==> config.mk <==
export PLATFORM = sky130hd
export DESIGN_NAME = pipe_elastic_chain
export DESIGN_NICKNAME = d
export VERILOG_FILES = /design/src/rtl/pipe_elastic_chain.sv
export SDC_FILE = /design/constraint.sdc
export NUM_CORES = 1
export LEC_CHECK = 0
export CAP_MARGIN = 30
export CORE_MARGIN = 4
export CORE_UTILIZATION = 40
export CTS_CLUSTER_DIAMETER = 40
export DETAILED_ROUTE_END_ITERATION = 16
export GPL_ROUTABILITY_DRIVEN = 0
export PLACE_DENSITY = 0.7
export SKIP_LAST_GASP = 1
export SYNTH_ARGS = -nofsm -noshare
export SYNTH_HDL_FRONTEND = slang
export SYNTH_SLANG_ARGS = --single-unit
==> constraint.sdc <==
create_clock -name clk -period 4.3 [get_ports clk]
set_input_delay 0.645 -clock clk [delete_from_list [all_inputs] [get_ports clk]]
set_output_delay 0.645 -clock clk [all_outputs]
set_load 0.005 [all_outputs]
==> src/rtl/pipe_elastic_chain.sv <==
// pipe_elastic_chain: elastic valid/ready register chain with bubble collapse, per-slot kill,
// flush, and occupancy/dropped debug counters.
module pipe_elastic_chain #(
  parameter  int WIDTH  = 16,
  parameter  int STAGES = 4,
  parameter  int CNT_W  = 16,
  localparam int OCC_W  = $clog2(STAGES + 1)
) (
  input  logic              clk,
  input  logic              rst,
  input  logic              in_valid,
  output logic              in_ready,
  input  logic [WIDTH-1:0]  in_data,
  output logic              out_valid,
  input  logic              out_ready,
  output logic [WIDTH-1:0]  out_data,
  input  logic [STAGES-1:0] kill_mask,
  input  logic              flush,
  output logic [OCC_W-1:0]  occupancy,
  output logic [CNT_W-1:0]  dropped
);
  logic [STAGES-1:0] v_q, v_d, vk, r, gone;
  logic [WIDTH-1:0]  d_q [STAGES];
  logic [WIDTH-1:0]  d_d [STAGES];
  logic [OCC_W-1:0]  occupancy_q, occupancy_d, drop_n;
  logic [CNT_W-1:0]  dropped_q, dropped_d;
  logic [CNT_W:0]    drop_sum;
  always_comb begin
    vk = v_q & ~kill_mask & {STAGES{~flush}};
    gone = v_q & (kill_mask | {STAGES{flush}});
    r[STAGES-1] = out_ready | ~vk[STAGES-1];
    for (int i = STAGES - 2; i >= 0; i--) r[i] = ~vk[i] | r[i+1];
    v_d[0] = r[0] ? in_valid & ~flush : vk[0];
    d_d[0] = (r[0] & in_valid & ~flush) ? in_data : d_q[0];
    // a killed slot reports ready, so an arrival overwrites the squashed item
    for (int i = 1; i < STAGES; i++) begin
      v_d[i] = r[i] ? vk[i-1] : vk[i];
      d_d[i] = (r[i] & vk[i-1]) ? d_q[i-1] : d_q[i];
    end
    occupancy_d = '0;
    drop_n = '0;
    for (int i = 0; i < STAGES; i++) begin
      occupancy_d = occupancy_d + OCC_W'(v_d[i]);
      drop_n = drop_n + OCC_W'(gone[i]);
    end
    drop_sum = {1'b0, dropped_q} + (CNT_W + 1)'(drop_n);
    dropped_d = drop_sum[CNT_W] ? '1 : drop_sum[CNT_W-1:0];
  end
  always_ff @(posedge clk or negedge rst) begin
    if (!rst) begin
      v_q <= '0;
      d_q <= '{default: '0};
      occupancy_q <= '0;
      dropped_q <= '0;
    end else begin
      v_q <= v_d;
      d_q <= d_d;
      occupancy_q <= occupancy_d;
      dropped_q <= dropped_d;
    end
  end
  assign in_ready  = r[0] & ~flush;
  assign out_valid = vk[STAGES-1];
  assign out_data  = d_q[STAGES-1];
  assign occupancy = occupancy_q;
  assign dropped   = dropped_q;
endmodule

Word level (Yosys, flattened, before mapping)
Index checks and enable logic that the tools add are counted.
{"block": "classes", "n_mux": 5, "addsub": 7, "n_bitwise": 21}
{"operator": "$add A16 B3 Y17", "n": 1}
{"operator": "$mux W16", "n": 1}
{"operator": "$and A4 B4 Y4", "n": 3}
{"operator": "$and A1 B1 Y1", "n": 7}
{"operator": "$add A2 B1 Y3", "n": 2}
{"operator": "$add A3 B1 Y3", "n": 2}
{"operator": "$not A1 Y1", "n": 5}
{"operator": "$add A1 B1 Y2", "n": 2}
{"operator": "$mux W1", "n": 4}
{"operator": "$not A4 Y4", "n": 1}
{"operator": "$or A1 B1 Y1", "n": 4}
{"operator": "$or A4 B4 Y4", "n": 1}
{"block": "word_totals", "ff_bits": 87, "in_bits": 25}

Depth between registers and ports, before layout
Gate-level depths: netlist (run 1).
{"block": "depth", "depth_word": 12, "depth_mapped": 11, "depth_no_buf": 9}

Worst setup path before layout (run 1)
OpenSTA, ideal clock, no wires.
{"block": "synth_timing", "path_kind": "input port to flip-flop", "start": "input flush", "end": "register dropped_q[10], in the netlist dropped[10]", "slack_ps": 997, "t_required_ps": 4175, "arrival_time_ps": 3178, "path_stages": 10, "cell_sequence": "buf_2 > o21ai_0 > fa_1 > fa_1 > inv_1 > fa_1 > nand4_1 > or2_2 > nor2_1 > mux2_2"}
{"block": "synth_via", "elab_chain_len": 7}
{"element": "start: declaration", "line_no": "18", "rtl": "input logic flush,"}
{"element": "$or A4 B4 Y4 (*)", "line_no": "30", "rtl": "gone = v_q & (kill_mask | {STAGES{flush}});"}
{"element": "$and A4 B4 Y4 (*)", "line_no": "30"}
{"element": "$add A1 B1 Y2", "line_no": "44", "rtl": "drop_n = drop_n + OCC_W'(gone[i]);"}
{"element": "$add A2 B1 Y3", "line_no": "44"}
{"element": "$add A3 B1 Y3 (*)", "line_no": "44"}
{"element": "$add A16 B3 Y17 (*)", "line_no": "46", "rtl": "drop_sum = {1'b0, dropped_q} + (CNT_W + 1)'(drop_n);"}
{"element": "$mux W16 (*)", "line_no": "47", "rtl": "dropped_d = drop_sum[CNT_W] ? '1 : drop_sum[CNT_W-1:0];"}
{"element": "net dropped_d[10]", "line_no": "26", "rtl": "logic [CNT_W-1:0] dropped_q, dropped_d;"}
{"element": "end signal: assignment", "line_no": "59", "rtl": "dropped_q <= dropped_d;"}
{"element": "end: declaration", "line_no": "26"}
Mark *: on every way through the listed nets, which the timed path passes. The rest lies on a longest branch.
A chain may end at the register's enable or synchronous reset.

Worst setup path after layout (run 1)
Same ends and word-level chain as after synthesis.

==> results.yml, run 1 <==
synth:
  synth_edf_count: 0
  postSynthAreaPerCell_um2: 13.6
  yosysSeqAreaShare_pct: 57.4
  yosysUniqueCellTypes: 41
  netlist_area_um2: 3790
  yosysWarningCount: 0
  yosys.area.top_type: "dfrtp_1"
  syn-num-nets: 311
  synth-seq-cells: 87
  async_flop_share_pct: 100
  synth_area_leaders: "dfrtp_1 (57%), mux2_2 (15%), mux2_4 (4.0%)"
  syn_inst: 279
  synth_top_area_share_pct: 57.4
  synth_ff_type: "dfrtp_1"
final_layout:
  area_growth_pct: 22.8
  layout_common_cells: "dfrtp_1 (87), clkdlybuf4s50_1 (60), mux2_2 (51)"
  nets: 364
  final_common_cell: "dfrtp_1"
  design_area_um2: 4660
  layout-drive-gt1-share_pct: 27.0
  antenna_cells: 0
floorplan:
  dieHeight_um: 105
  num_rows: 35
  dieArea_um2: 11100
  start_util_pct: 41.1
  core_area_um2: 9240
  die_w_um: 105
  io_pins: 62
clock_tree:
  clock_latency_ns: 0.34
  post_cts_resize_count: 0
  htree_levels: 3
  cts_root_buf: "clkbuf_8"
  cts_made_buffers: 9
  cts_setup_buffers: 0
  clk_path_buf_depth: 2
  tritoncts: "yes"
  numClockSinks: 87
  ctsHoldBuffers: 0
  path_clk_slew_ns: 0.08
status:
  status: "finished clean"
global_route:
  grt_pass1_vias: 2582
  grt_max_degree: 65
  antenna_found_initial: 0
  grt_pass1_wl_um: 12200
  gr-total-overflow: 0
  gr-usage-all-layers_pct: 13.6
placement:
  port_buffers: 61
  placed_area_um2: 4450
  place_hpwl_um: 4710
routing:
  vias: 2253
  ant_nets: 0
  dr.pass1.iters: 4
  drt_iter0_drc: 57
  drc: 0
  wl_um: 6770
  routed_via_density: 4.83
  wl_per_cell_um: 14.5
sta:
  tightest_slew_ns: 0.914
  clock.fmax_mhz: 278
  finalClockSkew_ns: 0.00659
  hold_violations: 0
  setup_viol: 0
  post-route-period-util_pct: 83.5
  finalSetupTns_ns: 0
  rsz0062_at_grt: "false"
  min_period_ns: 3.59
  max_slew_margin_pct: 39.0
  maxSlewViolCount: 0
  whs_ns: 0.190
setup_path:
  worstPathArrival_ns: 3.82
  worstSetupStartpointType: "primary input"
  worst-endpoint-required_ns: 4.53
  rr_worst_depth: 9
  cp_max_fo: 8
  cp-end-kind: "register"
  critical_path_class: "in2reg"
hold_path:
  hold_path_class: "in2async"
pwr:
  power_density_nw_per_um2: 413
  p_leak_uw: 0.00209
  ir_worst_vdd_v: 0.000277
job:
  maxCapViolations: 0
[where the power goes]
part	switching, uW	leakage, uW	internal [uW]
clock network	292	0.000103	288
logic	103	0.000865	201
registers	87.4	0.00112	954
total	483	0.00209	1440
[cell type report]
cell class | instances | area, um2
fill | 836 | 4580
sequential | 87 | 2180
multi-input combinational | 160 | 1420
timing repair buffer | 65 | 666
tap | 129 | 161
clock buffer | 10 | 138
clock inverter | 6 | 68.8
inverter | 9 | 33.8
[cell usage after synthesis, drive strengths merged, types with 2 or more instances]
cell,count
a21oi,8
nand4,2
and3,3
dfrtp,87
nand2,18
fa,4
nand3,4
xnor2,5
buf,22
nor3b,4
nand2b,5
nor2b,2
a31oi,2
ha,3
mux2,66
o21ai,9
inv,9
nor2,9
nor3,3
[cell families after synthesis]
kind of cell | count (synthesis) | share of synthesized area (%)
simple gates | 55 | 7.81
fa+ha+maj | 7 | 3.10
compound gates | 26 | 4.42
mux | 66 | 20.6
buf+inv | 32 | 5.34
flops | 87 | 57.4
xor+xnor | 6 | 1.38
[worst max-delay path: stages]
cell and delay, ns:
clkdlybuf4s50_1 0.52, o21ai_0 0.29, fa_1 0.48, fa_1 0.45, inv_1 0.08, fa_1 0.24
nand4_1 0.27, or2_2 0.38, nor2_1 0.12, mux2_2 0.34
[registers in the layout, summed over array words and instances (netlist names)]
| signal | flops |
|---|---|
| d_q | 48 |
| dropped | 16 |
| occupancy | 3 |
| out_data | 16 |
| v_q | 4 |
[layer usage]
metal  GRT usage, %  vias to the layer above  share of wire [%]
li1               -                     1056                  -
met1           17.6                     1138                 47
met2           21.2                       51                 46
met3           5.21                        8                5.1
met4           3.94                        0                1.2
met5              0                        -                  0
[path summary, 6_finish.rpt]
| path | start | end | slack [ns] |
|---|---|---|---|
| max | flush | dropped[10]$_DFF_PN0_ | 0.71 |
| min | rst | dropped[14]$_DFF_PN0_ | 0.19 |
| max reg2reg | v_q[0]$_DFF_PN0_ | dropped[10]$_DFF_PN0_ | 1.30 |
| min reg2reg | d_q[63]$_DFFE_PN0P_ | d_q[63]$_DFFE_PN0P_ | 0.48 |
| max in group asynchronous | rst | d_q[61]$_DFFE_PN0P_ | 3.50 |
| min in group clk | d_q[63]$_DFFE_PN0P_ | d_q[63]$_DFFE_PN0P_ | 0.48 |
[metrics by stage]
stage          instances  utilization (%)  setup slack [ns]  power, uW
2_1_floorplan        279                -             0.997       1220
3_3_place_gp         448             47.7             0.452       1350
3_5_place_dp         450             48.2             0.376       1370
4_1_cts              466             50.4             0.757       1960
5_1_grt              466             50.4             0.532       2050
6_report             466             50.4             0.709       1930
Note: power is estimated with default switching activity, not from simulation.
==> inputs of run 2 (changes only) <==
PLACE_DENSITY = 0.72   (was 0.7)
clock period = 3.2 ns   (was 4.3 ns; I/O delays follow)
==> results.yml, run 2 (same netlist as run 1, synthesis figures left out) <==
final_layout:
  nets: 375
  area_growth_pct: 25.0
  nFillCells: 806
  layout-drive-gt1-share_pct: 30.5
  largest_register_ffs: 48
  utilization_pct: 51.3
  antenna_cells: 0
  regMostFlops: "d_q"
  final_common_cell: "dfrtp_1"
  layout_common_cells: "dfrtp_1 (87), clkdlybuf4s50_1 (59), mux2_2 (51)"
clock_tree:
  numClockSinks: 87
  cts_made_buffers: 9
  cts_root_buf: "clkbuf_8"
  clk_path_buf_depth: 2
  tritoncts: "yes"
  clock_latency_ns: 0.35
  path_clk_slew_ns: 0.09
  htree_levels: 3
setup_path:
  cp_max_fo: 4
  critical-path-top-delay-family: "adder cells"
  cp-end-kind: "register"
  cp_num_cells: 10
  slowest_delay_ns: 0.51
  crit_chain: "clkdlybuf4s50_1 > o21ai_2 > fa_1 > fa_2 > inv_1 > fa_2 > nand4_1 > or2_4 > nor2_1 > mux2_2"
  crit_slowest_cell: "fa_1"
  rr_worst_depth: 9
  timing.rr.end: "dropped[10]$_DFF_PN0_"
  r2r-start: "v_q[0]$_DFF_PN0_"
  worstSetupStartpointType: "primary input"
  worst-endpoint-required_ns: 3.43
  crit_path_frequent_cell: "fa_2"
  worst-path-buf-inv: 2
  reg2reg_slack_ns: 0.43
  critical_path_class: "in2reg"
  worstPathArrival_ns: 3.23
status:
  status: "finished clean"
sta:
  fin_ws_ns: 0.203
  finalClockSkew_ns: 0.0144
  setup_viol: 0
  post-route-period-util_pct: 93.7
  max_slew_margin_pct: 36.9
  tightest_slew_ns: 0.945
  hold_violations: 0
  rsz0062_at_grt: "false"
  clock.fmax_mhz: 334
  min_period_ns: 3.00
  maxSlewViolCount: 0
job:
  maxCapViolations: 0
routing:
  ant_nets: 0
  drc: 0
  drt_iter0_drc: 51
  vias: 2262
  wl_um: 6890
  dr.pass1.iters: 4
  wl_per_cell_um: 14.4
  routed_via_density: 4.74
floorplan:
  start_util_pct: 41.1
  dieHeight_um: 105
  num_rows: 35
  io_pins: 62
  core_area_um2: 9240
  die_w_um: 105
  dieArea_um2: 11100
global_route:
  gr-usage-all-layers_pct: 13.3
  gr-total-overflow: 0
  grt_max_degree: 57
  grt_pass1_wl_um: 11700
  antenna_found_initial: 0
  grt_pass1_vias: 2382
placement:
  port_buffers: 61
  preCtsSetupSlack_ns: -0.494
  place_hpwl_um: 4730
pwr:
  power_density_nw_per_um2: 534
  ir_worst_vdd_v: 0.000363
  p_leak_uw: 0.00214
hold_path:
  hold_path_class: "in2async"
run 2: through the flow:
stage	area (um2)	cells	total power, uW	TNS (ns)	hold slack [ns]
3_3_place_gp	4480	457	1810	-2.50	0.462
6_report	4740	477	2540	0	0.0699
5_1_grt	4740	477	2690	0	0.0823
2_1_floorplan	3790	279	1640	0	0.184
4_1_cts	4720	476	2570	0	0.0556
3_5_place_dp	4520	459	1840	-4.52	0.451
run 2: worst max path at each step:
stage / startpoint / to / slack, ns
floorplan: flush / dropped[10]$_DFF_PN0_ / 0.06
global placement: flush / dropped[10]$_DFF_PN0_ / -0.38
detailed placement: flush / dropped[10]$_DFF_PN0_ / -0.49
CTS: flush / dropped[10]$_DFF_PN0_ / 0.05
global route: kill_mask[0] / dropped[10]$_DFF_PN0_ / 0.04
finish: kill_mask[0] / dropped[10]$_DFF_PN0_ / 0.20
run 2: power by group:
part | total [uW] | leakage (uW) | switching, uW | internal [uW]
Clock | 717 | 0.0000882 | 389 | 329
Sequential | 1400 | 0.00112 | 119 | 1280
Combinational | 417 | 0.000929 | 141 | 276
run 2: timing repair:
| item | 4_1_cts | 5_1_grt |
|---|---|---|
| setup endpoints to repair | 2 | 2 |
| pin swaps | 1 | 3 |
| gates resized for setup | 2 | 6 |
| buffers inserted | 1 | 1 |
| endpoints found under the hold margin | 0 | 0 |
| hold buffers | 0 | 0 |
run 2: area by class of cell:
class	instances	area, um2	share of cell area (%)
inverter	9	33.8	0.712
timing repair buffer	76	751	15.8
sequential	87	2180	45.9
clock buffer	11	151	3.19
multi-input combinational	160	1430	30.1
tap	129	161	3.40
clock inverter	5	40.0	0.844
run 2: metal layers:
| metal | part of all wire (%) | up-vias | GRT usage, % | wire (um) |
|---|---|---|---|---|
| li1 | - | 1082 | - | - |
| met1 | 47 | 1118 | 18.4 | 3260 |
| met2 | 46 | 52 | 19.8 | 3160 |
| met3 | 5.4 | 10 | 3.80 | 372 |
| met4 | 1.4 | 0 | 5.15 | 95 |
| met5 | 0 | - | 0 | 0 |
==> inputs of run 3 (changes only) <==
CORE_UTILIZATION = 45   (was 40)
PLACE_DENSITY = 0.79   (was 0.72)
==> results.yml, run 3 (same netlist as run 1, synthesis figures left out) <==
pwr:
  ir_worst_vdd_v: 0.000292
  power_density_nw_per_um2: 560
  p_leak_uw: 0.00217
routing:
  dr.pass1.iters: 4
  vias: 2310
  drc: 0
  wl_um: 7110
  wl_per_cell_um: 15.6
  drt_iter0_drc: 48
  ant_nets: 0
  routed_via_density: 5.07
global_route:
  grt_pass1_vias: 2441
  grt_pass1_wl_um: 12200
  gr-usage-all-layers_pct: 15.6
  gr-total-overflow: 0
  grt_max_degree: 68
  antenna_found_initial: 0
clock_tree:
  numClockSinks: 87
  clock_latency_ns: 0.35
  tritoncts: "yes"
  cts_made_buffers: 9
  clk_path_buf_depth: 2
  htree_levels: 3
  cts_root_buf: "clkbuf_8"
  path_clk_slew_ns: 0.08
final_layout:
  seqCellArea_um2: 2180
  area_growth_pct: 25.8
  layout-drive-gt1-share_pct: 30.5
  final_common_cell: "dfrtp_1"
  nets: 378
  largest_register_ffs: 48
  utilization_pct: 58.1
  nFillCells: 697
  regMostFlops: "d_q"
  multi_input_area_um2: 1430
  layout_common_cells: "dfrtp_1 (87), clkdlybuf4s50_1 (60), mux2_2 (51)"
  antenna_cells: 0
floorplan:
  core_area_um2: 8220
  die_w_um: 99.8
  start_util_pct: 46.2
  num_rows: 33
  dieArea_um2: 9970
  dieHeight_um: 99.8
  io_pins: 62
sta:
  whs_ns: 0.0213
  clock.fmax_mhz: 326
  setup_viol: 0
  post-route-period-util_pct: 95.8
  min_period_ns: 3.06
  hold_violations: 0
  maxSlewViolCount: 0
  max_slew_margin_pct: 35.4
  tightest_slew_ns: 0.969
  rsz0062_at_grt: "false"
  finalClockSkew_ns: 0.00783
setup_path:
  crit_path_frequent_cell: "fa_1"
  cp-end-kind: "register"
  worstPathArrival_ns: 3.30
  worst-endpoint-required_ns: 3.43
  crit_chain: "clkdlybuf4s50_1 > o21ai_2 > fa_1 > fa_1 > inv_1 > fa_1 > nand4_1 > or2_4 > nor2_1 > mux2_2"
  cp_max_fo: 4
  critical_path_class: "in2reg"
  slowest_delay_ns: 0.52
  worst-path-buf-inv: 2
  worstSetupStartpointType: "primary input"
  critical-path-top-delay-family: "adder cells"
  crit_slowest_cell: "clkdlybuf4s50_1"
hold_path:
  hold_path_class: "in2async"
placement:
  place_hpwl_um: 5240
  port_buffers: 61
job:
  maxCapViolations: 0
status:
  status: "finished clean"
## run 3: timing repair
| item | 4_1_cts | 5_1_grt |
|---|---|---|
| setup buffers | 0 | 1 |
| hold buffers | 0 | 0 |
| endpoints found under the setup margin | 0 | 3 |
| gates resized for setup | 0 | 5 |
## run 3: through the flow
stage | area, um2 | instances | TNS, ns | power [uW] | setup slack [ns]
after floorplan | 3790 | 279 | 0 | 1640 | 0.0620
after global placement | 4500 | 438 | -0.736 | 1830 | -0.247
after detailed placement | 4530 | 439 | -2.38 | 1860 | -0.318
after CTS | 4760 | 455 | 0 | 2720 | 0.0447
after global routing | 4780 | 456 | 0 | 2840 | 0.0276
final | 4780 | 456 | 0 | 2680 | 0.135
## run 3: per-layer routing
layer	vias to the layer above	share of wire (%)	track usage, %
li1	1084	-	-
met1	1155	47	21.6
met2	59	46	23.6
met3	12	5.0	3.41
met4	0	2.4	7.14
met5	-	0	0
## run 3: final timing paths
check | start | endpoint | depth (start not counted) | slack, ns
min in group clk | d_q[25]$_DFFE_PN0P_ | d_q[25]$_DFFE_PN0P_ | 1 | 0.49
max in group asynchronous | rst | dropped[10]$_DFF_PN0_ | 2 | 2.58
setup reg to reg | v_q[0]$_DFF_PN0_ | dropped[10]$_DFF_PN0_ | 9 | 0.42
hold reg to reg | d_q[25]$_DFFE_PN0P_ | d_q[25]$_DFFE_PN0P_ | 1 | 0.49
hold / removal | rst | occupancy[2]$_DFF_PN0_ | 1 | 0.02
setup / recovery | flush | dropped[10]$_DFF_PN0_ | 10 | 0.14
## run 3: power by group
| group | switching, uW | internal (uW) | total, uW |
|---|---|---|---|
| sequential | 121 | 1280 | 1400 |
| clock | 383 | 465 | 848 |
| combinational | 148 | 277 | 425 |
## run 3: area by class of cell
cell class | count | area share [%]
Timing Repair Buffer | 79 | 16.2
Clock buffer | 10 | 2.88
Multi-Input combinational cell | 160 | 29.9
Sequential cell | 87 | 45.6
Tap cell | 105 | 2.75
Inverter | 9 | 0.707
Clock inverter | 6 | 1.94
